[src/rtl/axi_lite_rd_arb_pkg.sv]
// Shared definitions for the AXI4-Lite read arbiter: response codes, arbitration
// modes, AR FSM encodings and the index-width helper.
package axi_lite_rd_arb_pkg;

  localparam logic [1:0] RESP_OKAY   = 2'b00;
  localparam logic [1:0] RESP_SLVERR = 2'b10;

  localparam int ARB_FIXED = 0;
  localparam int ARB_RR    = 1;

  typedef enum logic {
    AR_IDLE = 1'b0,
    AR_BUSY = 1'b1
  } ar_state_e;

  // A single master still needs a 1-bit index so every vector stays legal.
  function automatic int idx_w(input int n);
    return (n > 1) ? $clog2(n) : 1;
  endfunction

endpackage

[src/rtl/axi_lite_rd_arb_if.sv]
// Bundled AR/R signals for the N-master side and the shared slave port.
// master: the arbiter's view; slave: the masters plus the memory around it.
interface axi_lite_rd_arb_if #(
  parameter int N_MST  = 2,
  parameter int ADDR_W = 32,
  parameter int DATA_W = 64
);
  logic [N_MST*ADDR_W-1:0] M_ARADDR;
  logic [N_MST-1:0]        M_ARVALID;
  logic [N_MST-1:0]        M_ARREADY;
  logic [N_MST*DATA_W-1:0] M_RDATA;
  logic [N_MST*2-1:0]      M_RRESP;
  logic [N_MST-1:0]        M_RVALID;
  logic [N_MST-1:0]        M_RREADY;

  logic [ADDR_W-1:0]       S_ARADDR;
  logic                    S_ARVALID;
  logic                    S_ARREADY;
  logic [DATA_W-1:0]       S_RDATA;
  logic [1:0]              S_RRESP;
  logic                    S_RVALID;
  logic                    S_RREADY;

  modport master (
    input  M_ARADDR, M_ARVALID, M_RREADY, S_ARREADY, S_RDATA, S_RRESP, S_RVALID,
    output M_ARREADY, M_RDATA, M_RRESP, M_RVALID, S_ARADDR, S_ARVALID, S_RREADY
  );

  modport slave (
    output M_ARADDR, M_ARVALID, M_RREADY, S_ARREADY, S_RDATA, S_RRESP, S_RVALID,
    input  M_ARREADY, M_RDATA, M_RRESP, M_RVALID, S_ARADDR, S_ARVALID, S_RREADY
  );
endinterface

[src/rtl/axi_lite_rd_arb_rd_id_fifo.sv]
// Small FIFO of master indices recording the order reads were issued to the slave.
module rd_id_fifo #(
  parameter int DATA_W = 1,
  parameter int DEPTH  = 4
) (
  input  logic                     clk,
  input  logic                     rst_n,
  input  logic                     push,
  input  logic                     pop,
  input  logic [DATA_W-1:0]        din,
  output logic [DATA_W-1:0]        dout,
  output logic                     full,
  output logic                     empty,
  output logic [$clog2(DEPTH):0]   count
);
  localparam int PTR_W = $clog2(DEPTH);
  localparam int CNT_W = PTR_W + 1;

  logic [DEPTH-1:0][DATA_W-1:0] mem_q, mem_d;
  logic [PTR_W-1:0]             wr_ptr_q, wr_ptr_d;
  logic [PTR_W-1:0]             rd_ptr_q, rd_ptr_d;
  logic [CNT_W-1:0]             count_q, count_d;
  logic                         push_en, pop_en;

  assign full    = (count_q == CNT_W'(DEPTH));
  assign empty   = (count_q == '0);
  assign push_en = push & ~full;
  assign pop_en  = pop & ~empty;
  assign dout    = mem_q[rd_ptr_q];
  assign count   = count_q;

  // DEPTH is a power of two, so the pointers wrap by plain overflow.
  always_comb begin
    mem_d    = mem_q;
    wr_ptr_d = wr_ptr_q;
    rd_ptr_d = rd_ptr_q;
    count_d  = count_q;
    if (push_en) begin
      mem_d[wr_ptr_q] = din;
      wr_ptr_d        = wr_ptr_q + PTR_W'(1);
    end
    if (pop_en) rd_ptr_d = rd_ptr_q + PTR_W'(1);
    case ({push_en, pop_en})
      2'b10:   count_d = count_q + CNT_W'(1);
      2'b01:   count_d = count_q - CNT_W'(1);
      default: count_d = count_q;
    endcase
  end

  always_ff @(posedge clk or negedge rst_n) begin
    if (!rst_n) begin
      mem_q    <= '0;
      wr_ptr_q <= '0;
      rd_ptr_q <= '0;
      count_q  <= '0;
    end else begin
      mem_q    <= mem_d;
      wr_ptr_q <= wr_ptr_d;
      rd_ptr_q <= rd_ptr_d;
      count_q  <= count_d;
    end
  end

endmodule

[src/rtl/axi_lite_rd_arb.sv]
// N-master to 1-slave AXI4-Lite read arbiter: registered AR slice with fixed or
// round-robin selection, in-order R routing through a FIFO of master indices.
module axi_lite_rd_arb
  import axi_lite_rd_arb_pkg::*;
#(
  parameter int N_MST    = 2,
  parameter int ADDR_W   = 32,
  parameter int DATA_W   = 64,
  parameter int DEPTH    = 4,
  parameter int ARB_MODE = 1
) (
  input  logic                   AXI_ACLK,
  input  logic                   AXI_ARESETN,
  axi_lite_rd_arb_if.master      bus,
  output logic [$clog2(DEPTH):0] rd_inflight,
  output logic                   rd_err
);
  localparam int IDX_W = idx_w(N_MST);
  localparam int CNT_W = $clog2(DEPTH) + 1;

  ar_state_e         state_q, state_d;
  logic [IDX_W-1:0]  sel_q, sel_d;
  logic [IDX_W-1:0]  ptr_q, ptr_d;
  logic [ADDR_W-1:0] araddr_q, araddr_d;
  logic              rd_err_q, rd_err_d;

  logic [IDX_W-1:0]  win;
  logic              win_found;
  logic [N_MST-1:0]  arready;
  logic [N_MST-1:0]  rvalid;
  logic              rready;

  logic              fifo_push, fifo_pop, fifo_full, fifo_empty;
  logic [IDX_W-1:0]  fifo_head;
  logic [CNT_W-1:0]  fifo_count;

  // Winner search: RR scans from ptr upward with wrap, fixed scans from 0.
  always_comb begin
    int j;
    logic [IDX_W-1:0] jj;
    win       = '0;
    win_found = 1'b0;
    j         = 0;
    jj        = '0;
    for (int k = 0; k < N_MST; k++) begin
      j  = (ARB_MODE == ARB_RR) ? ((int'(ptr_q) + k) % N_MST) : k;
      jj = IDX_W'(j);
      if (!win_found && bus.M_ARVALID[jj]) begin
        win       = jj;
        win_found = 1'b1;
      end
    end
  end

  always_comb begin
    state_d   = state_q;
    sel_d     = sel_q;
    ptr_d     = ptr_q;
    araddr_d  = araddr_q;
    arready   = '0;
    fifo_push = 1'b0;
    case (state_q)
      AR_IDLE: begin
        // Gate on reset so no grant leaks out while the block is held in reset.
        if (AXI_ARESETN && win_found && !fifo_full) begin
          arready[win] = 1'b1;
          araddr_d     = bus.M_ARADDR[int'(win)*ADDR_W +: ADDR_W];
          sel_d        = win;
          state_d      = AR_BUSY;
          if (ARB_MODE == ARB_RR)
            ptr_d = (int'(win) == N_MST - 1) ? '0 : win + IDX_W'(1);
        end
      end
      AR_BUSY: begin
        if (bus.S_ARREADY) begin
          fifo_push = 1'b1;
          state_d   = AR_IDLE;
        end
      end
      default: state_d = AR_IDLE;
    endcase
  end

  // Response path is pure wiring steered by the oldest outstanding index.
  always_comb begin
    rvalid   = '0;
    rready   = 1'b0;
    rd_err_d = rd_err_q;
    if (!fifo_empty) begin
      rvalid[fifo_head] = bus.S_RVALID;
      rready            = bus.M_RREADY[fifo_head];
    end else if (bus.S_RVALID) begin
      rd_err_d = 1'b1;
    end
    fifo_pop = ~fifo_empty & bus.S_RVALID & rready;
  end

  always_ff @(posedge AXI_ACLK or negedge AXI_ARESETN) begin
    if (!AXI_ARESETN) begin
      state_q  <= AR_IDLE;
      sel_q    <= '0;
      ptr_q    <= '0;
      araddr_q <= '0;
      rd_err_q <= 1'b0;
    end else begin
      state_q  <= state_d;
      sel_q    <= sel_d;
      ptr_q    <= ptr_d;
      araddr_q <= araddr_d;
      rd_err_q <= rd_err_d;
    end
  end

  rd_id_fifo #(
    .DATA_W (IDX_W),
    .DEPTH  (DEPTH)
  ) u_fifo (
    .clk   (AXI_ACLK),
    .rst_n (AXI_ARESETN),
    .push  (fifo_push),
    .pop   (fifo_pop),
    .din   (sel_q),
    .dout  (fifo_head),
    .full  (fifo_full),
    .empty (fifo_empty),
    .count (fifo_count)
  );

  assign bus.M_ARREADY = arready;
  assign bus.S_ARVALID = (state_q == AR_BUSY);
  assign bus.S_ARADDR  = araddr_q;
  assign bus.M_RVALID  = rvalid;
  assign bus.S_RREADY  = rready;
  assign bus.M_RDATA   = {N_MST{bus.S_RDATA}};
  assign bus.M_RRESP   = {N_MST{bus.S_RRESP}};
  assign rd_inflight   = fifo_count;
  assign rd_err        = rd_err_q;

endmodule

[src/flat_wrapper.sv]
// flat-port wrapper written by rule: the top's interface ports become plain ports
module axi_lite_rd_arb_flat import axi_lite_rd_arb_pkg::*;
#(
  parameter int N_MST    = 2,
  parameter int ADDR_W   = 32,
  parameter int DATA_W   = 64,
  parameter int DEPTH    = 4,
  parameter int ARB_MODE = 1
)
  (AXI_ACLK, AXI_ARESETN, rd_inflight, rd_err, bus_M_ARADDR, bus_M_ARVALID, bus_M_RREADY, bus_S_ARREADY, bus_S_RDATA, bus_S_RRESP, bus_S_RVALID, bus_M_ARREADY, bus_M_RDATA, bus_M_RRESP, bus_M_RVALID, bus_S_ARADDR, bus_S_ARVALID, bus_S_RREADY);
  axi_lite_rd_arb_if #(.N_MST(N_MST), .ADDR_W(ADDR_W), .DATA_W(DATA_W)) bus_i ();
  input  logic AXI_ACLK;
  input  logic AXI_ARESETN;
  output logic [$clog2(DEPTH):0] rd_inflight;
  output logic rd_err;
  input wire logic [$bits(bus_i.M_ARADDR)-1:0] bus_M_ARADDR;
  input wire logic [$bits(bus_i.M_ARVALID)-1:0] bus_M_ARVALID;
  input wire logic [$bits(bus_i.M_RREADY)-1:0] bus_M_RREADY;
  input wire logic [$bits(bus_i.S_ARREADY)-1:0] bus_S_ARREADY;
  input wire logic [$bits(bus_i.S_RDATA)-1:0] bus_S_RDATA;
  input wire logic [$bits(bus_i.S_RRESP)-1:0] bus_S_RRESP;
  input wire logic [$bits(bus_i.S_RVALID)-1:0] bus_S_RVALID;
  output wire logic [$bits(bus_i.M_ARREADY)-1:0] bus_M_ARREADY;
  output wire logic [$bits(bus_i.M_RDATA)-1:0] bus_M_RDATA;
  output wire logic [$bits(bus_i.M_RRESP)-1:0] bus_M_RRESP;
  output wire logic [$bits(bus_i.M_RVALID)-1:0] bus_M_RVALID;
  output wire logic [$bits(bus_i.S_ARADDR)-1:0] bus_S_ARADDR;
  output wire logic [$bits(bus_i.S_ARVALID)-1:0] bus_S_ARVALID;
  output wire logic [$bits(bus_i.S_RREADY)-1:0] bus_S_RREADY;
  assign bus_i.M_ARADDR = bus_M_ARADDR;
  assign bus_i.M_ARVALID = bus_M_ARVALID;
  assign bus_i.M_RREADY = bus_M_RREADY;
  assign bus_i.S_ARREADY = bus_S_ARREADY;
  assign bus_i.S_RDATA = bus_S_RDATA;
  assign bus_i.S_RRESP = bus_S_RRESP;
  assign bus_i.S_RVALID = bus_S_RVALID;
  assign bus_M_ARREADY = bus_i.M_ARREADY;
  assign bus_M_RDATA = bus_i.M_RDATA;
  assign bus_M_RRESP = bus_i.M_RRESP;
  assign bus_M_RVALID = bus_i.M_RVALID;
  assign bus_S_ARADDR = bus_i.S_ARADDR;
  assign bus_S_ARVALID = bus_i.S_ARVALID;
  assign bus_S_RREADY = bus_i.S_RREADY;
  axi_lite_rd_arb #(.N_MST(N_MST), .ADDR_W(ADDR_W), .DATA_W(DATA_W), .DEPTH(DEPTH), .ARB_MODE(ARB_MODE)) u_core (.AXI_ACLK(AXI_ACLK), .AXI_ARESETN(AXI_ARESETN), .bus(bus_i), .rd_inflight(rd_inflight), .rd_err(rd_err));
endmodule
[config.mk]
export PLATFORM = sky130hd
export DESIGN_NAME = axi_lite_rd_arb_flat
export DESIGN_NICKNAME = d
export VERILOG_FILES = /design/src/rtl/axi_lite_rd_arb_pkg.sv /design/src/rtl/axi_lite_rd_arb_if.sv /design/src/rtl/axi_lite_rd_arb_rd_id_fifo.sv /design/src/rtl/axi_lite_rd_arb.sv /design/src/flat_wrapper.sv
export SDC_FILE = /design/constraint.sdc
export NUM_CORES = 1
export LEC_CHECK = 0
export CAP_MARGIN = 0
export CELL_PAD_IN_SITES_DETAIL_PLACEMENT = 1
export CELL_PAD_IN_SITES_GLOBAL_PLACEMENT = 1
export CORE_ASPECT_RATIO = 1.2
export CORE_UTILIZATION = 22
export DETAILED_ROUTE_END_ITERATION = 16
export GPL_TIMING_DRIVEN = 1
export PLACE_DENSITY = 0.83
export SYNTH_ARGS = -nofsm -noshare
export SYNTH_HDL_FRONTEND = slang
export SYNTH_SLANG_ARGS = --single-unit
[constraint.sdc]
create_clock -name AXI_ACLK -period 4.9 [get_ports AXI_ACLK]
set_clock_uncertainty 0.15 [all_clocks]
set_input_delay 0.735 -clock AXI_ACLK [delete_from_list [all_inputs] [get_ports AXI_ACLK]]
set_output_delay 0.735 -clock AXI_ACLK [all_outputs]
set_load 0.01 [all_outputs]
==> results.cfg, run 1 <==
[floorplanning]
dieHeight_um = 135.6
coreArea_sq_um = 14470
die_x_um = 113.4
io_pins = 312
die-area_sq_um = 15380
start_util_pct = 22.62
rows = 48

[sta]
fin_setup_tns_ns = 0
layout_min_cycle_time_ns = 3.366
grt_setup_unrepaired = no
setup_slack_ns = 1.534
relSlewSlack_pct = 58.11
drv_slew = 0
hold_viol = 0
fmaxAchievable_mhz = 297.1
holdWs_ns = 0.3294
tightest_slew_ns = 0.6283
period_share_pct = 68.69
finalSetupViolations = 0

[route]
via_per_inst = 4.000
wl_um = 8339
wl_per_cell_um = 15.82
highest_layer = met4
drt-initial-drc-count = 44
wl_met2_um = 4182
m1WireLength_um = 2522
firstDrtPassIters = 4
wl_met3_um = 1115
antenna_left = 0
vias = 2108
drcViolationCount = 0

[power_and_ir_drop]
switching_share_pct = 34.32
clkPwrFrac_pct = 19.9
p_leak_nw = 1.628
pwr-share-comb_pct = 46.0
power_density_nw_per_um2 = 541.4
switchingPower_mw = 0.7077
p_int_mw = 1.354
seqPwrFrac_pct = 34.1
ir_worst_vdd_v = 0.0001893

[setup_path]
critPathLaunchType = input pin
worst-setup-path-type = input pin to primary output
required_ns = 4.01
cp_data_arrival_time_ns = 2.48
path_max_fanout = 3
end_kind = primary output

[clock_tree]
clkTransAtPathRegs_ns = 0.07
cts_buffers = 5
worstSkewPairLatency_ns = 0.29
ctsResizeCount = 0
cts_tree = yes
cts_max_level = 2
postCtsSetupRepairBufs = 0
clockBufferDepth = 2
postCtsHoldBufs = 0
cts_root_buf = clkbuf_16
clock-sinks = 47

[global_route]
grt.overflow.total = 0
grt_pass1_wl_um = 12340
grt_usage_pct = 10.62
antenna_found_initial = 0
grt_max_degree = 68
grt_pass1_vias = 2225

[synth]
yosysTopAreaCellShare_pct = 35.92
synth_cells = 347
ys_warn_count = 0
synth_ff_type = dfrtp_1
syn_area_per_cell_sq_um = 9.436
synth_area_sq_um = 3274
yosysMostFrequentCell = buf_4
synth_cell_types = 28
async_flop_share_pct = 100.0
synth_edf_count = 0
ys_top_cells_by_area = dfrtp_1 (36%), buf_4 (30%), mux2i_1 (12%), a21oi_1 (4.9%), nor2_1 (4.6%)
yosys.area.top_type = dfrtp_1
ys_seq_elements = 47
ys_seq_area_share_pct = 35.92
syn_nets = 491
ys_top_cells_by_count = buf_4 (132), dfrtp_1 (47), nor2_1 (40)

[place]
post-place-ws_ns = 1.543
gp_congestion = 0.6392
io_buffers = 113
dp.final_hpwl_um = 6737
place_inst = 519

[cells_and_area]
fillers = 1660
drive_gt1_share_pct = 5.505
diodes = 0
nets = 470
instances_no_fill = 527
syn_to_final_growth_pct = 16.32

[status]
status = complete, no violations

[worst_hold_path]
hold_path_class = register to register

[job]
maxCapViolations = 0
==> layer usage <==
layer  vias to the layer above  track usage, %
met2                       157           18.54
li1                        942               -
met5                         -               0
met3                        57           5.369
met4                         0           8.187
met1                       952           9.242
==> flip-flops by register name, summed over array words and instances, names as in the netlist <==
name,flops
u_core.bus.S_ARADDR,32
u_core.u_fifo.mem_q,4
u_core.u_fifo.count,3
u_core.u_fifo.rd_ptr_q,2
u_core.u_fifo.wr_ptr_q,2
u_core.bus.S_ARVALID,1
u_core.ptr_q,1
u_core.rd_err,1
u_core.sel_q,1
==> logic make-up (layout without fill, tap and decap cells) <==
logic type	after synthesis	count (layout)	share of synthesized area, %
XOR/XNOR	5	5	1.338
AND/OR/NAND/NOR	53	53	6.879
AO/OA/AOI/OAI	39	39	6.381
buffers and inverters	154	134	33.66
adder cells (fa/ha/maj)	6	6	2.522
flip-flops	47	47	35.92
multiplexers	43	43	13.30
==> worst max-delay path, stage by stage <==
cell	delay (ns)
clkdlybuf4s50_1	0.53
nor2_1	0.09
nor4bb_4	0.30
nor2b_1	0.25
clkdlybuf4s50_1	0.57
==> final cells by class <==
cell class / count / area [sq um] / share of cell area (%)
clock inverter: 2 / 38.79 / 1.018
clock buffer: 6 / 138.9 / 3.647
inverter: 10 / 37.54 / 0.9855
tap: 200 / 250.2 / 6.570
timing repair buffer: 116 / 1149 / 30.16
multi-input combinational: 146 / 1018 / 26.74
sequential: 47 / 1176 / 30.88
==> stage by stage <==
stage / power, mW / utilization [%] / instance area, sq um
floorplan: 1.264 / - / 3274
global placement: 1.621 / 25.09 / 3631
detailed placement: 1.675 / 25.09 / 3631
CTS: 2.100 / 26.31 / 3809
global route: 2.210 / 26.31 / 3809
finish: 2.062 / 26.31 / 3809
==> layout by cell type, fill, tap and decap left out <==
cell type	count
buf_2	1
nor2_1	40
mux2i_1	39
xnor2_1	2
a21oi_1	32
o21bai_1	1
nand2b_1	1
nor3_1	1
and3_1	1
clkbuf_16	5
buf_4	3
nor4bb_4	1
clkdlybuf4s50_1	112
fa_1	1
inv_6	1
o21ai_0	2
o21ai_4	1
nand2_1	5
bufinv_16	1
xor2_1	3
dfrtp_1	47
clkbuf_8	1
mux2_2	4
nor3b_1	1
inv_1	10
nor2b_1	1
a21o_1	2
o31ai_1	1
ha_1	5
or3b_1	1
and2_1	1
==> worst paths after layout <==
kind / startpoint / end / slack, ns / depth (start not counted)
worst max-delay path: bus_M_ARVALID[1] / bus_M_ARREADY[1] / 1.53 / 5
worst max register to register: u_core.u_fifo.count[0]$_DFFE_PN0P_ / u_core.u_fifo.count[2]$_DFFE_PN0P_ / 2.29 / 9
worst min-delay path: u_core.rd_err$_DFFE_PN0P_ / u_core.rd_err$_DFFE_PN0P_ / 0.33 / 1
min in group asynchronous: AXI_ARESETN / u_core.sel_q$_DFFE_PN0P_ / 0.43 / 2
worst min register to register: u_core.rd_err$_DFFE_PN0P_ / u_core.rd_err$_DFFE_PN0P_ / 0.33 / 1
max in group asynchronous: AXI_ARESETN / u_core.bus.S_ARADDR[28]$_DFFE_PN0P_ / 3.75 / 2
==> power by group through the flow <==
| stage | registers [mW] | clock network [mW] | logic, mW |
|---|---|---|---|
| finish | 0.703 | 0.410 | 0.949 |
| global route | 0.730 | 0.438 | 1.04 |
| CTS | 0.709 | 0.425 | 0.966 |
| detailed placement | 0.716 | 0 | 0.959 |
| global placement | 0.702 | 0 | 0.919 |
| floorplan | 0.757 | 0 | 0.508 |
Power figures use the tool's default switching activity.
==> inputs of run 2 (changes only) <==
--- a/config.mk
+++ b/config.mk
@@ -9,10 +9,10 @@
 export CELL_PAD_IN_SITES_DETAIL_PLACEMENT = 1
 export CELL_PAD_IN_SITES_GLOBAL_PLACEMENT = 1
 export CORE_ASPECT_RATIO = 1.2
-export CORE_UTILIZATION = 22
+export CORE_UTILIZATION = 20
 export DETAILED_ROUTE_END_ITERATION = 16
 export GPL_TIMING_DRIVEN = 1
-export PLACE_DENSITY = 0.83
+export PLACE_DENSITY = 0.76
 export SYNTH_ARGS = -nofsm -noshare
 export SYNTH_HDL_FRONTEND = slang
 export SYNTH_SLANG_ARGS = --single-unit
==> constraint.sdc (replaced) <==
create_clock -name AXI_ACLK -period 3.3 [get_ports AXI_ACLK]
set_clock_uncertainty 0.15 [all_clocks]
set_input_delay 0.495 -clock AXI_ACLK [delete_from_list [all_inputs] [get_ports AXI_ACLK]]
set_output_delay 0.495 -clock AXI_ACLK [all_outputs]
set_load 0.01 [all_outputs]
==> run 2 against run 1 <==
Register-to-register slack lost 1.6 ns. Critical path depth is the same. Worst hold slack lost 0.073 ns. Combinational power grew 48%. Utilization shrank 2.3 points. Sequential share of layout area grew 0.092 points. Final cell count grew 1.7%. Via count shrank 1.5%. Non-clock buffer count grew 1. Clock power grew 29%. Routed wire length shrank 2.9%. Power grew 44%. Largest cell class unchanged. Largest power group unchanged.
==> results.cfg, run 2 (synthesis results as in run 1) <==
[cells_and_area]
diodes = 0
fillers = 1839
largest_reg_flops = 32
drive_gt1_share_pct = 5.793
register_area_sq_um = 1176
multi_input_area_sq_um = 1018
layout_commonest_cell = clkdlybuf4s50_1
final_cell_mix = clkdlybuf4s50_1 (112), dfrtp_1 (47), nor2_1 (40), mux2i_1 (39), a21oi_1 (32)
nets = 471
syn_to_final_growth_pct = 15.97

[sta]
relSlewSlack_pct = 56.64
hold_viol = 0
layout_min_cycle_time_ns = 3.041
fmaxAchievable_mhz = 328.9
drv_slew = 0
period_share_pct = 92.14
fin_setup_tns_ns = 0
tightest_slew_ns = 0.6504
grt_setup_unrepaired = no
finalSetupViolations = 0

[global_route]
grt_pass1_wl_um = 12300
grt_pass1_vias = 2386
grt.overflow.total = 0
met1_usage_pct = 8.771
grt_max_degree = 48
grt_usage_pct = 9.681
top_usage_layer = met2
met3_usage_pct = 3.405
gr-usage-met2_pct = 17.45
antenna_found_initial = 0

[place]
io_buffers = 113
gp_congestion = 0.6947
dp.final_hpwl_um = 6306

[route]
drcViolationCount = 0
drt-initial-drc-count = 24
firstDrtPassIters = 3
antenna_left = 0
vias = 2077
wl_per_cell_um = 15.10
wl_um = 8096
via_per_inst = 3.875

[clock_tree]
cts_max_level = 2
worstSkewPairLatency_ns = 0.30
cts_root_buf = clkbuf_16
cts_buffers = 5
clock-sinks = 47
clkTransAtPathRegs_ns = 0.07
ctsResizeCount = 0
postCtsSetupRepairBufs = 0
postCtsHoldBufs = 0
cts_tree = yes
clockBufferDepth = 2

[job]
maxCapViolations = 0

[power_and_ir_drop]
ir_worst_vdd_v = 0.0002128
p_leak_nw = 1.612
power_density_nw_per_um2 = 783.6
finalPower_mw = 2.975

[setup_path]
critPathLaunchType = input pin
worst-setup-path-type = input pin to primary output
cp_data_arrival_time_ns = 2.40
path_max_fanout = 4
end_kind = primary output
required_ns = 2.65

[floorplanning]
dieHeight_um = 142.2
coreArea_sq_um = 15830
start_util_pct = 20.69
die-area_sq_um = 16890
die_x_um = 118.8
io_pins = 312
rows = 50

[worst_hold_path]
hold_path_class = input pin to asynchronous set/reset pin

[status]
status = complete, no violations
## run 2: through the flow
| stage | hold slack (ns) | area [sq um] | setup slack, ns | instances | utilization, % |
|---|---|---|---|---|---|
| after detailed placement | 0.3101 | 3649 | 0.2445 | 528 | 23.05 |
| after floorplan | 0.04941 | 3274 | 0.9232 | 347 | - |
| after CTS | 0.2755 | 3797 | 0.2318 | 536 | 23.99 |
| after global placement | 0.2893 | 3649 | 0.3209 | 528 | 23.05 |
| after global routing | 0.3045 | 3797 | 0.1405 | 536 | 23.99 |
| final | 0.2561 | 3797 | 0.2592 | 536 | 23.99 |
## run 2: worst paths after layout
kind                                                         start                                   to  slack, ns  depth (start not counted)
worst max-delay path                              bus_M_ARVALID[1]                     bus_M_ARREADY[1]       0.26                          5
worst min register to register           u_core.rd_err$_DFFE_PN0P_            u_core.rd_err$_DFFE_PN0P_       0.33                          1
worst min-delay path                                   AXI_ARESETN  u_core.bus.S_ARADDR[30]$_DFFE_PN0P_       0.26                          2
min in group AXI_ACLK                    u_core.rd_err$_DFFE_PN0P_            u_core.rd_err$_DFFE_PN0P_       0.33                          1
worst max register to register  u_core.u_fifo.count[0]$_DFFE_PN0P_   u_core.u_fifo.count[2]$_DFFE_PN0P_       0.73                          9
max in group asynchronous                              AXI_ARESETN  u_core.bus.S_ARADDR[24]$_DFFE_PN0P_       2.31                          2
## run 2: area by class of cell
cell class	count	area share, %
Clock buffer	5	3.295
Clock inverter	3	0.6260
Inverter	10	0.9885
Multi-Input combinational cell	146	26.82
Sequential cell	47	30.97
Tap cell	208	6.853
Timing Repair Buffer	117	30.44
## run 2: power breakdown
group          switching, mW  leakage, nW  internal, mW
Clock                  0.245       0.0664         0.284
Sequential             0.194        0.529         0.855
Combinational          0.619         1.02         0.778
Total                   1.06         1.61          1.92
## run 2: per-layer routing
metal / vias to the layer above / share of wire [%]
met5: - / 0
met3: 65 / 8.0
met1: 963 / 34
met2: 101 / 51
met4: 0 / 6.7
li1: 948 / -
## run 2: critical path, stage by stage
cell and delay [ns]:
clkdlybuf4s50_1 0.54, nor2_1 0.09, nor4bb_4 0.34, nor2b_1 0.34, clkdlybuf4s50_1 0.60
==> inputs of run 3 (changes only) <==
--- a/config.mk
+++ b/config.mk
@@ -9,10 +9,11 @@
 export CELL_PAD_IN_SITES_DETAIL_PLACEMENT = 1
 export CELL_PAD_IN_SITES_GLOBAL_PLACEMENT = 1
 export CORE_ASPECT_RATIO = 1.2
-export CORE_UTILIZATION = 20
+export CORE_UTILIZATION = 22
 export DETAILED_ROUTE_END_ITERATION = 16
 export GPL_TIMING_DRIVEN = 1
-export PLACE_DENSITY = 0.76
+export PLACE_DENSITY = 0.78
 export SYNTH_ARGS = -nofsm -noshare
 export SYNTH_HDL_FRONTEND = slang
+export SYNTH_HIERARCHICAL = 1
 export SYNTH_SLANG_ARGS = --single-unit
==> run 3 against run 2 <==
Synthesized area up 7.6%. Via count up 8.8%. Utilization increased by 1.7 points. Combinational power is 26% higher. Fmax up 4.6%. Sequential share of layout area decreased by 1.7 points. Register-to-register slack lost 0.29 ns. Final cell count fell by 4.9%. Die area decreased by 2.1%. Critical path depth decreased by 1. Worst setup slack gained 0.14 ns. Critical path type is now register to primary output. Largest power group unchanged. Highest routed layer unchanged.
==> results.cfg, run 3 <==
[status]
status = complete, no violations

[route]
firstDrtPassIters = 4
drcViolationCount = 0
antenna_left = 0
wl_um = 10410
wl_per_cell_um = 20.42
via_per_inst = 4.431
vias = 2260
drt-initial-drc-count = 90

[synth]
yosys.area.top_type = dfrtp_1
synth_ff_type = dfrtp_1
ys_warn_count = 6
synth_cell_types = 35
synth_edf_count = 0
synth_cells = 325
ys_top_cells_by_count = buf_4 (133), dfrtp_1 (47), o32ai_1 (32)
syn_area_per_cell_sq_um = 10.85
yosysMostFrequentCell = buf_4
async_flop_share_pct = 100.0
ys_seq_elements = 47
synth_area_sq_um = 3525
ys_top_cells_by_area = dfrtp_1 (33%), buf_4 (28%), a2bb2oi_2 (13%), o32ai_1 (8.0%), ha_1 (1.8%)
ys_seq_area_share_pct = 33.37
syn_nets = 469
yosysTopAreaCellShare_pct = 33.37

[place]
dp.final_hpwl_um = 7759
io_buffers = 113
gp_congestion = 0.7946
placed_area_sq_um = 3846

[setup_path]
worst-setup-path-type = register to primary output
critPathLaunchType = register
rrSetupSlack_ns = 0.44
reg2regPathDepth = 11
regToRegStartpoint = u_core/u_fifo/rd_ptr_q[0]$_DFFE_PN0P_
r2r-end = u_core/u_fifo/count[2]$_DFFE_PN0P_
required_ns = 2.65
cp_data_arrival_time_ns = 2.26
path_max_fanout = 7
end_kind = primary output

[clock_tree]
clockBufferDepth = 2
worstSkewPairLatency_ns = 0.29
ctsResizeCount = 0
cts_buffers = 5
clock-sinks = 47
cts_root_buf = clkbuf_16
clkTransAtPathRegs_ns = 0.07
cts_tree = yes
cts_max_level = 2
postCtsSetupRepairBufs = 0
postCtsHoldBufs = 0

[power_and_ir_drop]
power_density_nw_per_um2 = 870.5
ir_worst_vdd_v = 0.0002355
p_leak_nw = 1.481

[cells_and_area]
largest_reg_flops = 32
diodes = 0
syn_to_final_growth_pct = 14.06
nets = 445
layout_commonest_cell = clkdlybuf4s50_1
drive_gt1_share_pct = 18.21
final_cell_area_sq_um = 4020
final_cell_mix = clkdlybuf4s50_1 (112), dfrtp_1 (47), o32ai_1 (32), a2bb2oi_2 (30), o21ai_0 (10)

[sta]
tightest_slew_ns = 0.7657
relSlewSlack_pct = 48.95
period_share_pct = 88.05
fmaxAchievable_mhz = 344.1
hold_viol = 0
finalSetupViolations = 0
grt_setup_unrepaired = no
drv_slew = 0
fin_setup_tns_ns = 0
layout_min_cycle_time_ns = 2.906

[floorplanning]
io_pins = 312
start_util_pct = 22.54
coreArea_sq_um = 15640
die_x_um = 117.5
die-area_sq_um = 16530
dieHeight_um = 140.7
rows = 50

[worst_hold_path]
hold_path_class = input pin to asynchronous set/reset pin

[global_route]
grt_pass1_wl_um = 15590
grt.overflow.total = 0
antenna_found_initial = 0
grt_max_degree = 49
grt_pass1_vias = 2529
grt_usage_pct = 12.67

[job]
maxCapViolations = 0
run 3: cell count changes in the layout (fill, tap and decap cells not counted), moves of 2 or more:
| cell | before | now |
|---|---|---|
| o32ai_1 | 0 | 32 |
| inv_1 | 10 | 7 |
| a21oi_1 | 32 | 1 |
| a2bb2oi_2 | 0 | 30 |
| a2bb2oi_1 | 0 | 2 |
| buf_4 | 4 | 6 |
| nor2_1 | 40 | 5 |
| mux2i_1 | 39 | 2 |
| nand2_1 | 5 | 9 |
| o21ai_0 | 2 | 10 |
| clkinvlp_4 | 2 | 0 |
| mux2_2 | 4 | 0 |
| nor3b_4 | 0 | 2 |
run 3: layer usage:
layer  global-route usage [%]  share of wire, %  vias to the layer above  routed length, um
met2                    21.55                51                      121               5285
met5                        0                 0                        -                  0
met1                    12.09                32                     1107               3339
li1                         -                 -                      968                  -
met4                    8.300               5.3                        0                550
met3                    6.432                12                       64               1239
run 3: area by class of cell:
cell class | instances | area [sq um]
Timing Repair Buffer | 119 | 1171
Multi-Input combinational cell | 121 | 1212
Fill cell | 1749 | 11620
Tap cell | 208 | 260.3
Inverter | 7 | 26.28
Clock buffer | 6 | 138.9
Clock inverter | 2 | 35.03
Sequential cell | 47 | 1176
run 3: per-stage QoR:
stage | power [mW] | worst slack, ns | util [%] | cells | hold WS [ns]
6_report | 3.499 | 0.3943 | 25.70 | 510 | 0.1841
5_1_grt | 3.732 | 0.2638 | 25.70 | 510 | 0.2412
4_1_cts | 3.574 | 0.3239 | 25.70 | 510 | 0.2075
3_5_place_dp | 2.925 | 0.4643 | 24.59 | 502 | 0.3115
3_3_place_gp | 2.836 | 0.5799 | 24.59 | 502 | 0.2932
2_1_floorplan | 2.248 | 0.5722 | - | 325 | 0.04941
run 3: worst max path at each step:
stage | startpoint | end | slack [ns] | depth (start not counted)
final | u_core/u_fifo/count[2]$_DFFE_PN0P_ | bus_M_ARREADY[1] | 0.39 | 4
after detailed placement | u_core/u_fifo/rd_ptr_q[0]$_DFFE_PN0P_ | u_core/u_fifo/count[2]$_DFFE_PN0P_ | 0.46 | 11
after global routing | u_core/u_fifo/count[2]$_DFFE_PN0P_ | bus_M_ARREADY[1] | 0.26 | 4
after floorplan | u_core/u_fifo/rd_ptr_q[0]$_DFFE_PN0P_ | u_core/u_fifo/count[2]$_DFFE_PN0P_ | 0.57 | 11
after CTS | u_core/u_fifo/count[2]$_DFFE_PN0P_ | bus_M_ARREADY[1] | 0.32 | 4
after global placement | bus_M_ARVALID[1] | bus_M_ARREADY[1] | 0.58 | 4
run 3: kinds of logic after synthesis:
logic type                 after synthesis  share of synthesized area [%]
AOI/OAI and AO/OA                       79                          23.78
muxes                                    4                          1.633
buffers and inverters                  157                          32.62
DFF                                     47                          33.37
adders and majority gates                6                          2.343
xor gates and xnor gates                 6                          1.491
and+or+nand+nor                         26                          4.757
run 3: power by group:
part | switching, mW | leakage, nW | internal [mW]
registers | 0.258 | 0.522 | 0.868
clock network | 0.232 | 0.0868 | 0.377
logic | 0.732 | 0.872 | 1.03
run 3: worst max-delay path: stages (launching register included):
cell             delay (ns)
dfrtp_1                0.43
nor3b_4                0.21
or3b_4                 0.43
nor3_1                 0.28
clkdlybuf4s50_1        0.61
